### src/rtl/add_seq_pkg.sv
// Shared definitions for the add sequencer: FSM states, bus widths and
// the address stepping helper used when moving to the next operand pair.
package add_seq_pkg;

  localparam int ADDR_W = 6;
  localparam int DATA_W = 32;
  localparam int IDX_W  = 3;
  localparam int CNT_W  = 4;

  // Each operand pair occupies two consecutive words of the operand memory
  localparam logic [ADDR_W-1:0] ADDR_STEP = ADDR_W'(2);

  typedef enum logic [1:0] {
    IDLE    = 2'd0,
    SETTLE  = 2'd1,
    PRESENT = 2'd2,
    FINISH  = 2'd3
  } state_e;

  // Address of the next operand pair; legal pair counts never wrap 6 bits
  function automatic logic [ADDR_W-1:0] next_addr(input logic [ADDR_W-1:0] cur);
    return cur + ADDR_STEP;
  endfunction

endpackage

### src/rtl/settle_timer.sv
// Counts the cycles the external adder needs to settle after an address
// change. expired flags the last settle cycle so the caller can capture.
module settle_timer
  import add_seq_pkg::*;
#(
  parameter int SETTLE_CYCLES = 4
) (
  input  logic clk,
  input  logic reset_n,
  input  logic clear,
  input  logic enable,
  output logic expired
);

  localparam logic [CNT_W-1:0] LAST_COUNT = CNT_W'(SETTLE_CYCLES - 1);

  logic [CNT_W-1:0] count_q;
  logic [CNT_W-1:0] count_d;

  // clear wins over enable so a fresh settle window always starts from zero
  always_comb begin
    count_d = count_q;
    if (clear) begin
      count_d = '0;
    end else if (enable) begin
      count_d = count_q + 1'b1;
    end
  end

  // Settle count register
  always_ff @(posedge clk or negedge reset_n) begin
    if (!reset_n) begin
      count_q <= '0;
    end else begin
      count_q <= count_d;
    end
  end

  assign expired = enable && (count_q == LAST_COUNT);

endmodule

### src/rtl/add_sequencer.sv
// Sweeps NUM_PAIRS operand pairs through an external adder: drives the pair
// address, waits SETTLE_CYCLES, captures sum/carry and hands each result to
// a valid/ready consumer. done pulses once after the last result is taken.
module add_sequencer
  import add_seq_pkg::*;
#(
  parameter int NUM_PAIRS     = 5,
  parameter int SETTLE_CYCLES = 4
) (
  input  logic              clk,
  input  logic              reset_n,
  input  logic              start,
  input  logic              abort,
  output logic [ADDR_W-1:0] addr,
  input  logic [DATA_W-1:0] sum_in,
  input  logic              carry_in,
  output logic              res_valid,
  input  logic              res_ready,
  output logic [DATA_W-1:0] res_sum,
  output logic              res_carry,
  output logic [IDX_W-1:0]  res_idx,
  output logic              busy,
  output logic              done
);

  localparam logic [IDX_W-1:0] LAST_IDX = IDX_W'(NUM_PAIRS - 1);

  state_e            state_q, state_d;
  logic [ADDR_W-1:0] addr_q, addr_d;
  logic [IDX_W-1:0]  idx_q, idx_d;
  logic              valid_q, valid_d;
  logic [DATA_W-1:0] sum_q, sum_d;
  logic              carry_q, carry_d;
  logic [IDX_W-1:0]  ridx_q, ridx_d;
  logic              busy_q, busy_d;
  logic              done_q, done_d;

  logic timer_clear;
  logic timer_enable;
  logic timer_expired;
  logic transfer;

  // The timer only runs in SETTLE and restarts whenever a window ends
  assign timer_enable = (state_q == SETTLE);
  assign timer_clear  = abort || timer_expired || (state_q != SETTLE);
  assign transfer     = valid_q && res_ready;

  settle_timer #(
    .SETTLE_CYCLES(SETTLE_CYCLES)
  ) u_settle_timer (
    .clk    (clk),
    .reset_n(reset_n),
    .clear  (timer_clear),
    .enable (timer_enable),
    .expired(timer_expired)
  );

  // Next-state and registered-output logic; abort overrides everything last
  always_comb begin
    state_d = state_q;
    addr_d  = addr_q;
    idx_d   = idx_q;
    valid_d = valid_q;
    sum_d   = sum_q;
    carry_d = carry_q;
    ridx_d  = ridx_q;
    busy_d  = busy_q;
    done_d  = 1'b0;

    case (state_q)
      IDLE: begin
        if (start) begin
          state_d = SETTLE;
          addr_d  = '0;
          idx_d   = '0;
        end
      end
      SETTLE: begin
        if (timer_expired) begin
          state_d = PRESENT;
          sum_d   = sum_in;
          carry_d = carry_in;
          ridx_d  = idx_q;
          valid_d = 1'b1;
        end
      end
      PRESENT: begin
        if (transfer) begin
          valid_d = 1'b0;
          if (idx_q == LAST_IDX) begin
            state_d = FINISH;
          end else begin
            state_d = SETTLE;
            idx_d   = idx_q + 1'b1;
            addr_d  = next_addr(addr_q);
          end
        end
      end
      FINISH: begin
        state_d = IDLE;
      end
      default: begin
        state_d = IDLE;
      end
    endcase

    // A result handed over in the same cycle as abort is simply dropped here
    if (abort) begin
      state_d = IDLE;
      addr_d  = '0;
      idx_d   = '0;
      valid_d = 1'b0;
    end

    busy_d = (state_d != IDLE);
    done_d = (state_d == FINISH);
  end

  // State and output registers
  always_ff @(posedge clk or negedge reset_n) begin
    if (!reset_n) begin
      state_q <= IDLE;
      addr_q  <= '0;
      idx_q   <= '0;
      valid_q <= 1'b0;
      sum_q   <= '0;
      carry_q <= 1'b0;
      ridx_q  <= '0;
      busy_q  <= 1'b0;
      done_q  <= 1'b0;
    end else begin
      state_q <= state_d;
      addr_q  <= addr_d;
      idx_q   <= idx_d;
      valid_q <= valid_d;
      sum_q   <= sum_d;
      carry_q <= carry_d;
      ridx_q  <= ridx_d;
      busy_q  <= busy_d;
      done_q  <= done_d;
    end
  end

  assign addr      = addr_q;
  assign res_valid = valid_q;
  assign res_sum   = sum_q;
  assign res_carry = carry_q;
  assign res_idx   = ridx_q;
  assign busy      = busy_q;
  assign done      = done_q;

endmodule

### config.mk
export PLATFORM = sky130hd
export DESIGN_NAME = add_sequencer
export DESIGN_NICKNAME = d
export VERILOG_FILES = /design/src/rtl/add_seq_pkg.sv /design/src/rtl/settle_timer.sv /design/src/rtl/add_sequencer.sv
export SDC_FILE = /design/constraint.sdc
export NUM_CORES = 1
export LEC_CHECK = 0
export CORE_UTILIZATION = 30
export DETAILED_ROUTE_END_ITERATION = 8
export SYNTH_ARGS = -nofsm -noshare
export SYNTH_HDL_FRONTEND = slang
export SYNTH_SLANG_ARGS = --single-unit
### constraint.sdc
create_clock -name clk -period 3.5 [get_ports clk]
set_clock_uncertainty 0.1 [all_clocks]
set_input_delay 0.7 -clock clk [delete_from_list [all_inputs] [get_ports clk]]
set_output_delay 0.7 -clock clk [all_outputs]
set_load 0.005 [all_outputs]
==> results.txt, run 1 <==
Status: complete, no violations
Register area share after synthesis: 59.6%
RSZ-0062 raised after global routing: no
Critical Path Start: abort
Drt pass-1 iters: 4
Routed vias: 1569
Final net count: 296
Clk_lat worst skew: 0.30 ns
CP cell instances: clkdlybuf4s50_1 -> or3b_1 -> nand2b_4 -> o31ai_1
R2R setup slack: 1.41 ns
Ports: 83
Critical Path End Type: flip-flop
Static Leakage: 1.32 nW
Detailed placement HPWL: 3.11 mm
Delay-heaviest family, CP: simple AND/OR/NAND/NOR gates
Worst path depth: 4
H-tree levels: 2
Synthesized area per cell: 12.9 um^2
Min Tclk post-route: 2.20 ns
Die Ht: 88.1 um
Final Wtd Congestion: 0.792
Root Buffer: clkbuf_8
Critical path type: in -> reg
Share of cells above drive strength 1: 19.8%
Yosys warns: 0
Arrival time at the worst endpoint: 2.31 ns
Post-DRT Antenna Nets: 0
Final WS setup: 1.30 ns
Max-slew violation count: 0
Mapped Cells: 173
Clk pin slew, worst setup/hold paths: 0.09 ns
Post-Place Worst Slack: 0.975 ns
Detailed Route Iter0 Violations: 39
Worst rel slew slack: 66.6%
Initial antenna violation count: 0
Synth top area share: 59.6%
Setup_tns: 0 ns
Slew @ Worst Pin: 0.501 ns
Die area: 0.00776 mm^2
Setup bufs post-CTS: 0
Rows: 31
Buffers & Inverters on Critical Path: 1
Critical Path Source Type: input port
Vias per cell: 4.46
RR Endpoint: res_sum[10]
Syn Nets: 215
CORE AREA: 0.00721 mm^2
Post-Syn Area: 0.00222 mm^2
DIE WIDTH: 88.1 um
Cts bufs inserted: 5
Seq cells post-synth: 53
Detailed Route WL: 4.40 mm
Ant. Diodes: 0
Maximum VDD drop: 131 uV
F_max: 455 MHz
# hold bufs at CTS: 0
Fillers: 702
Initial Utilization: 30.8%
Pwr dens: 345 mW/mm^2
Total track usage: 12.0%
Area Growth Syn to Fin: 43.7%
Distinct cell type count after synthesis: 34
Ranking of synthesized cells by area: dfrtp_1 60%, mux2_2 18%, ha_1 2.2%
R2R depth: 4
Worst hold-check path type: in -> async
IO Port Bufs: 81
Yosys top cell by area: dfrtp_1
Final setup viols: 0
Final worst path period share: 62.8%
Worst reg2reg path startpoint: state_q[1]
First-pass GRT wire length: 7.09 mm
Slowest stage cell, crit path: clkdlybuf4s50_1
Largest net degree at the start of global routing: 34
Wire per inst: 12.5 um
Max Cap Viol: 0
Slowest stage delay, CP: 0.63 ns
Total gr overflow: 0
Post_cts resized: 0
Vias in the first global route: 1472
CP max FO: 11
Final Hold Viols: 0
Worst path required time: 3.61 ns
CTS sink cnt: 53
Clk buf depth: 2
CTS tree: built
Drt drc: 0
==> per-layer routing <==
| metal | share of wire (%) | track usage (%) | vias up | routed length (um) |
|---|---|---|---|---|
| met5 | 0 | 0 | - | 0 |
| met4 | 1.3 | 3.96 | 0 | 59 |
| met3 | 6.9 | 4.34 | 6 | 305 |
| met2 | 44 | 18.2 | 53 | 1930 |
| met1 | 48 | 16.0 | 751 | 2110 |
| li1 | - | - | 759 | - |
==> layout make-up <==
cell class / instances / area [um^2] / area share [%]
sequential: 53 / 1330 / 41.5
multi-input combinational: 106 / 833 / 26.1
inverter: 5 / 18.8 / 0.587
timing repair buffer: 83 / 821 / 25.7
clock inverter: 1 / 5.00 / 0.157
clock buffer: 5 / 68.8 / 2.15
tap: 99 / 124 / 3.87
==> cell usage in the layout (no fill, tap or decap), types with 5 or more instances in the layout <==
cell type,netlist,routed
mux2_2,35,35
nand2_1,12,12
a21oi_1,8,8
inv_1,5,5
o21ai_0,6,6
dfrtp_1,53,53
nor2_1,7,7
clkbuf_8,0,5
clkdlybuf4s50_1,0,80
nand3_1,7,6
o31ai_1,5,5
==> synthesized netlist by cell type (all sizes together) <==
cell type  number
nor3            2
inv             5
nand2b          1
xor2            1
and2b           1
nand4           2
or2             1
o21ai           6
a21bo           1
nor2            7
clkbuf          3
or3b            2
o31ai           5
nand3           7
conb            1
and2            1
dfrtp          53
nand2          12
buf             6
o21ba           1
a211oi          1
and3            1
o21a            1
xnor2           1
a41oi           2
mux2i           1
mux2           35
nor2b           1
a21oi           8
ha              4
==> state kept, by name, summed over array words and instances (netlist names) <==
register / cells
addr: 5
busy: 1
done: 1
idx_q: 3
res_carry: 1
res_idx: 3
res_sum: 32
res_valid: 1
state_q: 2
u_settle_timer.count_q: 4
==> where the power goes <==
group | internal, W | switching, W | leakage (nW)
sequential | 0.000636 | 0.0000123 | 0.661
combinational | 0.0000937 | 0.0000413 | 0.621
clock | 0.000132 | 0.000187 | 0.0399
total | 0.000861 | 0.000241 | 1.32
==> cells by family after synthesis <==
family,Yosys count,share of synthesized area [%]
AO/OA/AOI/OAI,25,7.20
XOR/XNOR,2,0.788
flip-flops,53,59.6
buffers and inverters,14,3.15
multiplexers,36,18.2
adder cells (fa/ha/maj),4,2.25
AND/OR/NAND/NOR,38,8.66
other,1,0.169
==> how the worst max path moves through the flow <==
stage	endpoint	slack, ns
3_5_place_dp	addr[5]	0.97
4_1_cts	addr[4]	1.31
2_1_floorplan	addr[4]	1.76
6_report	addr[4]	1.30
5_1_grt	addr[5]	1.20
3_3_place_gp	addr[5]	1.05
==> stage by stage <==
step	std cells	utilization, %	hold WS, ns	area (um^2)	total power (W)
2_1_floorplan	173	-	0.304	2220	0.000694
3_3_place_gp	346	43.3	0.349	3120	0.000796
3_5_place_dp	346	43.3	0.359	3120	0.000798
4_1_cts	352	44.3	0.241	3200	0.00113
5_1_grt	352	44.3	0.253	3200	0.00116
6_report	352	44.3	0.228	3200	0.00110
No activity file was read; power rests on OpenSTA's default activity.
==> run 2: changes to the inputs <==
==> constraint.sdc (replaced) <==
create_clock -name clk -period 2 [get_ports clk]
set_clock_uncertainty 0.1 [all_clocks]
set_input_delay 0.4 -clock clk [delete_from_list [all_inputs] [get_ports clk]]
set_output_delay 0.4 -clock clk [all_outputs]
set_load 0.005 [all_outputs]
==> run 2 against run 1 <==
Wire length decreased by 0.57%. Cell count rose by 2.3%. Worst hold slack worse by 0.22 ns. Total power is 93% higher. Register-to-register slack worse by 1.1 ns. First-iteration DRC count is 100% higher. Largest cell class unchanged. Core utilization increased by 1.4 points. Critical path depth down 3. Design area grew 3.2%. Sequential cell count unchanged. Worst setup slack worse by 1.1 ns.
==> results.txt, run 2 (same netlist as run 1, synthesis figures left out) <==
Ports: 83 (unchanged)
Fillers: 691 (was 702)
Slowest stage cell, crit path: clkdlybuf4s50_1 (unchanged)
Buffers & Inverters on Critical Path: 1 (unchanged)
Final Wtd Congestion: 0.740 (was 0.792)
Vias per cell: 4.46 (about the same)
CTS sink cnt: 53 (unchanged)
Initial Utilization: 30.8% (unchanged)
Arrival time at the worst endpoint: 1.31 ns (was 2.31 ns)
Critical Path End Type: primary output (was flip-flop)
F_max: 554 MHz
Met2 wire length: 1.98 mm (was 1.93 mm)
Area Growth Syn to Fin: 48.4% (was 43.7%)
Final Hold Viols: 0 (unchanged)
Share of cells above drive strength 1: 22.2% (was 19.8%)
Hold slack: 0.00462 ns (was 0.228 ns)
Static Leakage: 1.37 nW (was 1.32 nW)
Detailed placement HPWL: 3.22 mm (was 3.11 mm)
Final net count: 302 (was 296)
Detailed Route WL: 4.38 mm (was 4.40 mm)
Max reg flops: 32 (unchanged)
Die Ht: 88.1 um (unchanged)
Clk_lat worst skew: 0.30 ns (about the same)
Max Cap Viol: 0 (unchanged)
Final setup viols: 0 (unchanged)
Finished Layout Cells: 360 (was 352)
Maximum VDD drop: 256 uV (was 131 uV)
Final worst path period share: 90.3%
Min Tclk post-route: 1.81 ns
Root Buffer: clkbuf_8 (unchanged)
First-pass GRT wire length: 7.06 mm (was 7.09 mm)
Commonest cells after routing, fill and taps aside: 80 x clkdlybuf4s50_1, 53 x dfrtp_1, 35 x mux2_2 (unchanged)
Drt pass-1 iters: 4 (unchanged)
Max-slew violation count: 0 (unchanged)
Final WS setup: 0.193 ns (was 1.30 ns)
Worst path required time: 1.50 ns (was 3.61 ns)
Delay-heaviest family, CP: buffers and inverters (was simple AND/OR/NAND/NOR gates)
Critical Path Source Type: flip-flop (was input port)
Critical Path Start: addr[3] (was abort)
Worst reg2reg path startpoint: idx_q[0] (was state_q[1])
Pwr dens: 645 mW/mm^2 (was 345 mW/mm^2)
Max layer used: met4 (unchanged)
Slowest stage delay, CP: 0.54 ns (was 0.63 ns)
Critical path type: reg -> out (was in -> reg)
Post-Place Worst Slack: 0.0294 ns (was 0.975 ns)
Setup_tns: 0 ns (unchanged)
Largest net degree at the start of global routing: 28 (was 34)
Detailed Route Iter0 Violations: 78 (was 39)
CP max FO: 7 (was 11)
# hold bufs at CTS: 0 (unchanged)
IO Port Bufs: 81 (unchanged)
Wire per inst: 12.2 um (was 12.5 um)
Initial antenna violation count: 0 (unchanged)
Drt drc: 0 (unchanged)
Vias in the first global route: 1480 (was 1472)
Most common cell after layout, fill and taps aside: clkdlybuf4s50_1 (unchanged)
Routed vias: 1605 (was 1569)
Ant. Diodes: 0 (unchanged)
Clk pin slew, worst setup/hold paths: 0.09 ns (about the same)
CTS tree: built (unchanged)
Die area: 0.00776 mm^2 (unchanged)
Rows: 31 (unchanged)
Setup bufs post-CTS: 0 (unchanged)
Final Power: 0.00213 W (was 0.00110 W)
Status: complete, no violations (unchanged)
Total track usage: 11.8% (was 12.0%)
Cts bufs inserted: 5 (unchanged)
Clk buf depth: 2 (unchanged)
Worst hold-check path type: in -> async (unchanged)
RSZ-0062 raised after global routing: no (unchanged)
Post_cts resized: 0 (unchanged)
Worst rel slew slack: 58.5% (was 66.6%)
Met3 Routed Length: 356 um (was 305 um)
CP cell instances: clkdlybuf4s50_1 (was clkdlybuf4s50_1 -> or3b_1 -> nand2b_4 -> o31ai_1)
Wl on met1: 2.00 mm (was 2.11 mm)
CORE AREA: 0.00721 mm^2 (unchanged)
H-tree levels: 2 (unchanged)
Post-DRT Antenna Nets: 0 (unchanged)
DIE WIDTH: 88.1 um (unchanged)
Post-Place Cells: 352 (was 346)
Total gr overflow: 0 (unchanged)
Slew @ Worst Pin: 0.622 ns (was 0.501 ns)
==> run 2: changes by cell type in the layout (fill, tap and decap cells not counted) <==
| cell | change |
|---|---|
| clkbuf_8 | +1 |
| bufinv_16 | +1 |
| clkinv_2 | -1 |
| clkinvlp_4 | +1 |
| buf_4 | +5 |
| buf_12 | +1 |
==> run 2: worst paths after layout <==
kind / endpoint / slack [ns] / cells after the start
worst min register to register: u_settle_timer.count_q[0] / 0.37 / 1
worst min-delay path: res_sum[20] / 0.005 / 1
worst max register to register: addr[1] / 0.33 / 6
worst max-delay path: addr[3] / 0.19 / 1
min in group clk: u_settle_timer.count_q[0] / 0.37 / 1
max in group asynchronous: addr[5] / 1.25 / 2
==> run 2: report_power, final <==
part | switching [W] | leakage [nW] | internal [W] | total (W)
combinational | 0.0000723 | 0.655 | 0.000169 | 0.000242
sequential | 0.0000217 | 0.661 | 0.00111 | 0.00113
clock | 0.000346 | 0.0574 | 0.000407 | 0.000754
total | 0.000440 | 1.37 | 0.00169 | 0.00213
==> run 2: metal layers <==
metal / vias to the layer above / GRT usage (%)
li1: 776 / -
met4: 0 / 3.52
met5: - / 0
met1: 761 / 16.0
met2: 64 / 18.0
met3: 4 / 3.96
==> run 2: worst reg2reg max path, stage by stage, from the launching register on <==
cell     delay, ns
dfrtp_1       0.41
inv_1         0.10
ha_1          0.19
nand2_1       0.16
nand3_1       0.22
mux2_2        0.36
nor2_1        0.08
==> run 2: final cells by class <==
type	instances	area (um^2)	area share (%)
Tap cell	99	124	3.75
Multi-Input combinational cell	106	833	25.2
Clock inverter	2	37.5	1.14
Clock buffer	6	82.6	2.50
Timing Repair Buffer	89	878	26.6
Inverter	5	18.8	0.569
Sequential cell	53	1330	40.2
==> run 2: through the flow <==
| stage | cell area (um^2) | utilization [%] |
|---|---|---|
| after CTS | 3300 | 45.8 |
| after floorplan | 2220 | - |
| after global routing | 3300 | 45.8 |
| final | 3300 | 45.8 |
| after global placement | 3180 | 44.1 |
| after detailed placement | 3180 | 44.1 |
==> run 3: changes to the inputs <==
--- a/config.mk
+++ b/config.mk
@@ -5,8 +5,10 @@
 export SDC_FILE = /design/constraint.sdc
 export NUM_CORES = 1
 export LEC_CHECK = 0
+export CORE_ASPECT_RATIO = 0.5
 export CORE_UTILIZATION = 30
 export DETAILED_ROUTE_END_ITERATION = 8
 export SYNTH_ARGS = -nofsm -noshare
 export SYNTH_HDL_FRONTEND = slang
+export SYNTH_HIERARCHICAL = 1
 export SYNTH_SLANG_ARGS = --single-unit
==> constraint.sdc (replaced) <==
create_clock -name clk -period 2.1 [get_ports clk]
set_clock_uncertainty 0.1 [all_clocks]
set_input_delay 0.42 -clock clk [delete_from_list [all_inputs] [get_ports clk]]
set_output_delay 0.42 -clock clk [all_outputs]
set_load 0.005 [all_outputs]
==> run 3 against run 2 <==
Core utilization increased by 0.71 points. Global-route usage increased by 0.93 points. Synthesized cell count increased by 2.3%. Worst hold slack improved by 0.0067 ns. Clock power increased by 6.8%. Total power decreased by 0.78%. Critical path depth increased by 7. Worst setup slack improved by 0.091 ns. Non-clock buffer count increased by 2. Design area increased by 5.0%. Largest power group unchanged.
==> results.txt, run 3 <==
Ranking of synthesized cells by area: dfrtp_1 56%, mux2_2 14%, mux2_4 5.1% (was dfrtp_1 60%, mux2_2 18%, ha_1 2.2%)
Initial Utilization: 31.5% (was 30.8%)
Slowest stage cell, crit path: dfrtp_1 (was clkdlybuf4s50_1)
Final worst path period share: 86.4%
Critical path type: reg -> reg (was reg -> out)
Cts bufs inserted: 5 (unchanged)
Yosys warns: 6 (was 0)
Detailed Route Iter0 Violations: 54 (was 78)
Min Tclk post-route: 1.82 ns
Die area: 0.00822 mm^2 (was 0.00776 mm^2)
Pwr dens: 610 mW/mm^2 (was 645 mW/mm^2)
Max reg flops: 32 (unchanged)
H-tree levels: 2 (unchanged)
Post-synth EDFFs: 0 (unchanged)
Detailed Route WL: 5.07 mm (was 4.38 mm)
IO Port Bufs: 81 (unchanged)
Setup_tns: 0 ns (unchanged)
R2R depth: 8 (was 6)
Post-Syn Area: 0.00235 mm^2 (was 0.00222 mm^2)
Asr flop ratio synth: 100% (unchanged)
Clk buf depth: 2 (unchanged)
Static Leakage: 1.46 nW (was 1.37 nW)
Detailed placement HPWL: 3.53 mm (was 3.22 mm)
Commonest cells after routing, fill and taps aside: 80 x clkdlybuf4s50_1, 53 x dfrtp_1, 29 x mux2_2 (was 80 x clkdlybuf4s50_1, 53 x dfrtp_1, 35 x mux2_2)
# hold bufs at CTS: 0 (unchanged)
Critical Path End Type: flip-flop (was primary output)
Setup bufs post-CTS: 0 (unchanged)
CORE AREA: 0.00746 mm^2 (was 0.00721 mm^2)
Max-slew violation count: 0 (unchanged)
Largest net degree at the start of global routing: 54 (was 28)
Arrival time at the worst endpoint: 1.88 ns (was 1.31 ns)
Post_cts resized: 0 (unchanged)
Total track usage: 12.7% (was 11.8%)
Synth Flop Type: dfrtp_1 (unchanged)
Root Buffer: clkbuf_16 (was clkbuf_8)
CTS sink cnt: 53 (unchanged)
Synth top area share: 56.4% (was 59.6%)
Mapped Cells: 177 (was 173)
Total gr overflow: 0 (unchanged)
Ant. Diodes: 0 (unchanged)
Most common cell in the synthesized netlist: dfrtp_1 (unchanged)
Syn Nets: 219 (was 215)
Worst hold-check path type: in -> async (unchanged)
Worst path required time: 2.17 ns (was 1.50 ns)
Yosys top cell by area: dfrtp_1 (unchanged)
Drt drc: 0 (unchanged)
F_max: 551 MHz
Max Cap Viol: 0 (unchanged)
RSZ-0062 raised after global routing: no (unchanged)
Clk_lat worst skew: 0.29 ns (was 0.30 ns)
Clk pin slew, worst setup/hold paths: 0.07 ns (was 0.09 ns)
DIE WIDTH: 127 um (was 88.1 um)
Placed inst area: 0.00333 mm^2 (was 0.00318 mm^2)
Final Wtd Congestion: 0.789 (was 0.740)
Routed vias: 1710 (was 1605)
Share of cells above drive strength 1: 21.9% (was 22.2%)
Final Hold Viols: 0 (unchanged)
CP cell instances: ha_1 -> nand2_1 -> nor3_1 -> buf_4 -> nor2_1 -> nand2_1 -> nor2b_1 -> mux2_1 (was clkdlybuf4s50_1)
Initial antenna violation count: 0 (unchanged)
Top post-synthesis cells by count: 53 x dfrtp_1, 29 x mux2_2, 8 x mux2_4, 8 x nand4_1 (was 53 x dfrtp_1, 35 x mux2_2, 12 x nand2_1)
CTS tree: built (unchanged)
Critical Path Source Type: flip-flop (unchanged)
Final setup viols: 0 (unchanged)
Post-DRT Antenna Nets: 0 (unchanged)
First-pass GRT wire length: 8.14 mm (was 7.06 mm)
Synthesized area per cell: 13.3 um^2 (was 12.9 um^2)
Post-route cell area: 0.00347 mm^2 (was 0.00330 mm^2)
Most common cell after layout, fill and taps aside: clkdlybuf4s50_1 (unchanged)
Area Growth Syn to Fin: 47.3% (was 48.4%)
CP max FO: 5 (was 7)
Vias in the first global route: 1644 (was 1480)
Seq cells post-synth: 53 (unchanged)
Drt pass-1 iters: 4 (unchanged)
Die Ht: 64.6 um (was 88.1 um)
Distinct cell type count after synthesis: 39 (was 34)
Maximum VDD drop: 360 uV (was 256 uV)
Slowest stage delay, CP: 0.38 ns (was 0.54 ns)
Ports: 83 (unchanged)
Register area share after synthesis: 56.4% (was 59.6%)
Rows: 22 (was 31)
Top cell by count, worst path: nand2_1
Status: complete, no violations (unchanged)
Final net count: 306 (was 302)
Vias per cell: 4.58 (was 4.46)
Wire per inst: 13.6 um (was 12.2 um)
## run 3: cell type report
cell class	count	area (um^2)
clock buffers	7	133
well taps	108	135
multi-input cells	111	951
flip-flops and latches	53	1330
repair buffers	91	906
inverters	2	7.51
fillers	681	3990
clock inverters	1	7.51
## run 3: stage by stage
step           std cells  setup slack, ns  total power (W)  hold WS, ns  utilization [%]
2_1_floorplan        177           0.0941          0.00115       0.0244                -
3_3_place_gp         365            0.122          0.00133        0.340             44.6
3_5_place_dp         365           0.0868          0.00133        0.341             44.6
4_1_cts              373            0.272          0.00215       0.0247             46.5
5_1_grt              373            0.131          0.00221       0.0368             46.5
6_report             373            0.285          0.00211       0.0114             46.5
## run 3: critical path: cells and delay by family (launching register included)
kind	cells	cell delay [ns]
fa+ha+maj	1	0.20
mux	1	0.29
simple gates	5	0.56
buf+inv	1	0.17
flops	1	0.38
## run 3: where the power goes
group | switching, W | internal, W
clock network | 0.000361 | 0.000444
logic | 0.0000747 | 0.000159
registers | 0.0000170 | 0.00106
## run 3: path summary, 6_finish.rpt
| path | startpoint | end | slack (ns) |
|---|---|---|---|
| min | reset_n | res_idx[0] | 0.01 |
| min reg2reg | res_sum[13] | res_sum[13] | 0.40 |
| max in group asynchronous | reset_n | res_sum[19] | 1.64 |
| min in group clk | res_sum[13] | res_sum[13] | 0.40 |
| max reg2reg | u_settle_timer/count_q[0] | u_settle_timer/count_q[3] | 0.28 |
| max | u_settle_timer/count_q[0] | u_settle_timer/count_q[3] | 0.28 |
## run 3: cells by family after synthesis
| logic type | after synthesis | synth area share, % |
|---|---|---|
| other | 1 | 0.159 |
| and+or+nand+nor | 43 | 11.1 |
| DFF | 53 | 56.4 |
| AOI/OAI and AO/OA | 23 | 6.75 |
| muxes | 39 | 19.9 |
| adders and majority gates | 4 | 2.13 |
| buffers and inverters | 13 | 3.24 |
| xor gates and xnor gates | 1 | 0.372 |
## run 3: routing by layer
layer / track usage (%) / part of all wire (%) / up-vias
met1: 16.1 / 46 / 839
met2: 21.7 / 49 / 39
li1: - / - / 826
met3: 2.97 / 3.2 / 6
met5: 0 / 0 / -
met4: 4.17 / 1.4 / 0
==> patch 1 (config.mk and constraints of run 2) <==
Reset style: synchronous (`reset_n`), changed in 2 clocked blocks.
--- a/src/rtl/settle_timer.sv
+++ b/src/rtl/settle_timer.sv
@@ -28,7 +28,7 @@
   end
 
   // Settle count register
-  always_ff @(posedge clk or negedge reset_n) begin
+  always_ff @(posedge clk) begin
     if (!reset_n) begin
       count_q <= '0;
     end else begin
--- a/src/rtl/add_sequencer.sv
+++ b/src/rtl/add_sequencer.sv
@@ -117,7 +117,7 @@
   end
 
   // State and output registers
-  always_ff @(posedge clk or negedge reset_n) begin
+  always_ff @(posedge clk) begin
     if (!reset_n) begin
       state_q <= IDLE;
       addr_q  <= '0;
Function: differs if reset_n is asserted again (counterexample within 4 cycles, from zero or initial values and one cycle with reset_n low); with reset_n held inactive, the same outputs for 10 cycles.
==> patch 1 against run 2 <==
Setup slack better by 32 ps; first-iteration DRC count down 49%; combinational power down 50%; design area down 5.5%; wire length up 8.5%; sequential cell count unchanged; power down 17%; via count up 16%; non-clock buffer count down 1; synthesized area down 3.4%; critical endpoint is now res_valid.
==> patch 1: results (changes against run 2) <==
vias in the first global route 1682 (+14%); metal2 WL 2080 um (+5.2%); DR WL met3 277 um (-22%); Main synth FF type dfxtp_1; Pint 0.00139 W (-18%); fraction of registers with async set or reset after synthesis 0% (-100 points); Synth top cells by count nand2_1, dfxtp_1, a21boi_1; layout cells sized above 1 5.78% (-16 points); mux share of post-synthesis cell area 0.524% (-18 points); DP Wirelength 3330 um (+3.6%); compound-gate portion of the synthesized area 16.0% (+8.8 points); outcome complete, no violations; post-synthesis xor/xnor area fraction 2.04% (+1.3 points); syn nets 291 (+35%); CP arrival 1270 ps (-40 ps); Final min period 1770 ps (-31.9 ps); DR WL/cell 11.2 um (-8.1%); Crit Path Max Fanout 6 (-1); Iteration-0 DRC Markers 40 (-49%); Post-Synth Adder-Cell Area 2.33% (+0.080 points); leading post-synthesis cells by cell area dfxtp_1, nand2_1, a21boi_1, ha_1, nor2_1; NumNets Final 370 (+23%); M1 WL 2340 um (+17%); first-pass GRT wire length 7800 um (+10%); Pleak 1.07 nW (-22%); Filler Cell Count 710 (+2.7%); vias per inst 4.39 (-1.5%); Unique masters post-synth 35 (+2.9%); maximum VDD drop 283 uV (+11%); worst hold path type register to register
## patch 1: changes by cell type after synthesis, sizes merged, moves of 3 or more
cell and delta:
a21boi +36, a21oi -4, a31oi +3, buf +3
clkbuf +4, dfrtp -53, dfxtp +53, mux2 -34
nand2 +68, nand3 +3, nor2 +6, o21ai -4
o31ai -5, xor2 +4
## patch 1: final timing paths
check | startpoint | end | slack, ps
setup / recovery | res_valid$_SDFFE_PP0P_ | res_valid | 230
hold / removal | res_idx[0]$_SDFFE_PN0P_ | res_idx[0]$_SDFFE_PN0P_ | 350
setup reg to reg | u_settle_timer.count_q[0]$_SDFFE_PP0P_ | done$_SDFF_PN0_ | 230
hold reg to reg | res_idx[0]$_SDFFE_PN0P_ | res_idx[0]$_SDFFE_PN0P_ | 350
## patch 1: layer usage
| metal | up-vias | track usage (%) |
|---|---|---|
| li1 | 966 | - |
| met1 | 840 | 17.4 |
| met2 | 55 | 20.8 |
| met3 | 5 | 3.81 |
| met4 | 0 | 4.09 |
| met5 | - | 0 |
## patch 1: logic make-up (layout without fill, tap and decap cells)
logic type	after synthesis	in the layout
simple gates	118	118
compound gates	48	48
xor+xnor	5	5
fa+ha+maj	4	4
other cells	1	1
buf+inv	19	99
flops	53	53
mux	1	1
## patch 1: cell type report
class	instances	area, um2	area share, %
Sequential cell	53	1060	34.0
Timing Repair Buffer	88	863	27.7
Multi-Input combinational cell	177	976	31.3
Tap cell	96	120	3.85
Clock inverter	3	17.5	0.562
Inverter	3	11.3	0.361
Clock buffer	5	68.8	2.21
## patch 1: power by group through the flow
stage               clock network (W)  registers [W]   logic, W
floorplan                           0        0.00108  0.0000385
CTS                          0.000627        0.00106   0.000123
global route                 0.000665        0.00106   0.000131
finish                       0.000593        0.00106   0.000121
global placement                    0        0.00109   0.000123
detailed placement                  0        0.00109   0.000121
## patch 1: through the flow
step / cells / util, % / instance area, um2 / worst slack, ps / power [W]
after floorplan: 249 / - / 2150 / 367 / 0.00112
after global placement: 417 / 44.1 / 3030 / 111 / 0.00121
after detailed placement: 417 / 44.1 / 3030 / 91.5 / 0.00121
after CTS: 425 / 45.4 / 3120 / 193 / 0.00181
after global routing: 425 / 45.4 / 3120 / 94.1 / 0.00186
final: 425 / 45.4 / 3120 / 225 / 0.00178
## patch 1: tightest hold or removal path, delay by kind of cell (launching register included)
kind	cells	cell delay (ps)
flops	1	320
simple gates	1	50
compound gates	1	50
==> patch 2 (flow settings as in run 2) <==
Without the edit above. Change the package constant `IDX_W` from 3 to 2.
--- a/src/rtl/add_seq_pkg.sv
+++ b/src/rtl/add_seq_pkg.sv
@@ -4,7 +4,7 @@
 
   localparam int ADDR_W = 6;
   localparam int DATA_W = 32;
-  localparam int IDX_W  = 3;
+  localparam int IDX_W  = 2;
   localparam int CNT_W  = 4;
 
   // Each operand pair occupies two consecutive words of the operand memory
Ports: changed (resized res_idx); port bits go from 83 to 82. No check against the original RTL was run, so the function may have changed too.
==> patch 2 against run 2 <==
Synthesized area down 4.3%; sequential share of layout area down 0.31 points; sequential cell count down 2; setup slack worse by 47 ps; synthesized cell count down 12%; count of clock-buffer cells in the layout up 1; power down 7.0%; design area down 3.0%; largest power group unchanged; critical path depth up 4; largest cell class unchanged; wire length down 3.2%; global-route usage up 0.29 points.
==> patch 2: results (changes against run 2) <==
DR WL/cell 12.5 um (+2.8%); clock network power 0.000643 W (-15%); Critical Path Source idx_q[0]$_DFFE_PN0P_; critical path's largest stage delay 490 ps (-50 ps); post-placement setup slack -102 ps (-132 ps); GPL Wtd Cong 0.729 (-1.6%); Unique masters post-synth 36 (+5.9%); GR Util met1 15.6% (-0.43 points); leading post-synthesis cells by cell area dfrtp_1, mux2_1, ha_1, nor2_1, mux2_2; metal2 WL 1900 um (-3.9%); vias per inst 4.40 (-1.2%); r2r worst-path depth 5 (-1); Pleak 1.35 nW (-1.7%); largest net degree at the start of global routing 32 (+14%); syn nets 194 (-9.8%); M1 WL 2010 um (+0.30%); last element of the critical path addr[4]$_DFFE_PN0P_; Net Switching 0.000428 W (-2.9%); first-pass iteration count of the detailed router 3 (-1); outcome complete, no violations; Synth top cells by count dfrtp_1, mux2_1, nor2_1; maximum VDD drop 235 uV (-8.1%); reg2reg end addr[4]$_DFFE_PN0P_; delay-heaviest family, CP simple AND/OR/NAND/NOR gates; Crit Path Max Fanout 3 (-4); DR WL met3 282 um (-21%); worst hold path type register to register; port buffer count 80 (-1.2%); critical path's slowest cell or4b_4; NumNets Final 283 (-6.3%); vias in the first global route 1474 (-0.41%); layout cells sized above 1 10.7% (-12 points); Clk pwr share 32.5% (-2.9 points); R2R Setup Slk 150 ps (-180 ps)
patch 2: changes by cell type after synthesis, sizes merged, moves of 3 or more:
| cell | before | now |
|---|---|---|
| o211ai | 0 | 4 |
| o21ai | 6 | 1 |
| nor3b | 0 | 3 |
| o31ai | 5 | 0 |
| nand3 | 7 | 4 |
| a21oi | 8 | 0 |
| nand2 | 12 | 3 |
patch 2: worst register-to-register path, cell delays in order, from the launching register on:
cell and delay, ps:
dfrtp_1 360, inv_1 60, ha_1 220, or4b_4 490, or4_1 480, nand3_1 90
patch 2: through the flow:
stage               std cells  setup TNS [ps]  instance area (um2)  utilization (%)
floorplan                 153               0                 2130                -
global placement          330            -119                 3090             45.2
detailed placement        330            -136                 3090             45.2
CTS                       339               0                 3200             46.8
global route              339               0                 3200             46.8
finish                    339               0                 3200             46.8
patch 2: repair_timing:
action                                  4_1_cts  5_1_grt
endpoints found under the setup margin        0        0
hold buffers                                  1        0
endpoints found under the hold margin        21        0
patch 2: logic make-up (layout without fill, tap and decap cells):
| logic type | Yosys count | in the layout | share of synthesized area [%] |
|---|---|---|---|
| buffers and inverters | 13 | 103 | 3.06 |
| AND/OR/NAND/NOR | 32 | 32 | 9.11 |
| XOR/XNOR | 2 | 2 | 0.823 |
| multiplexers | 37 | 37 | 19.6 |
| flip-flops | 51 | 51 | 60.0 |
| AO/OA/AOI/OAI | 14 | 14 | 5.53 |
| other | 1 | 1 | 0.176 |
| adder cells (fa/ha/maj) | 3 | 3 | 1.76 |
patch 2: area by class of cell:
cell class,instances,area [um2],area share (%)
clock buffers,7,96.3,3.01
clock inverters,1,7.51,0.235
inverters,6,22.5,0.704
multi-input cells,89,787,24.6
flip-flops and latches,51,1280,39.9
well taps,96,120,3.75
repair buffers,89,891,27.8
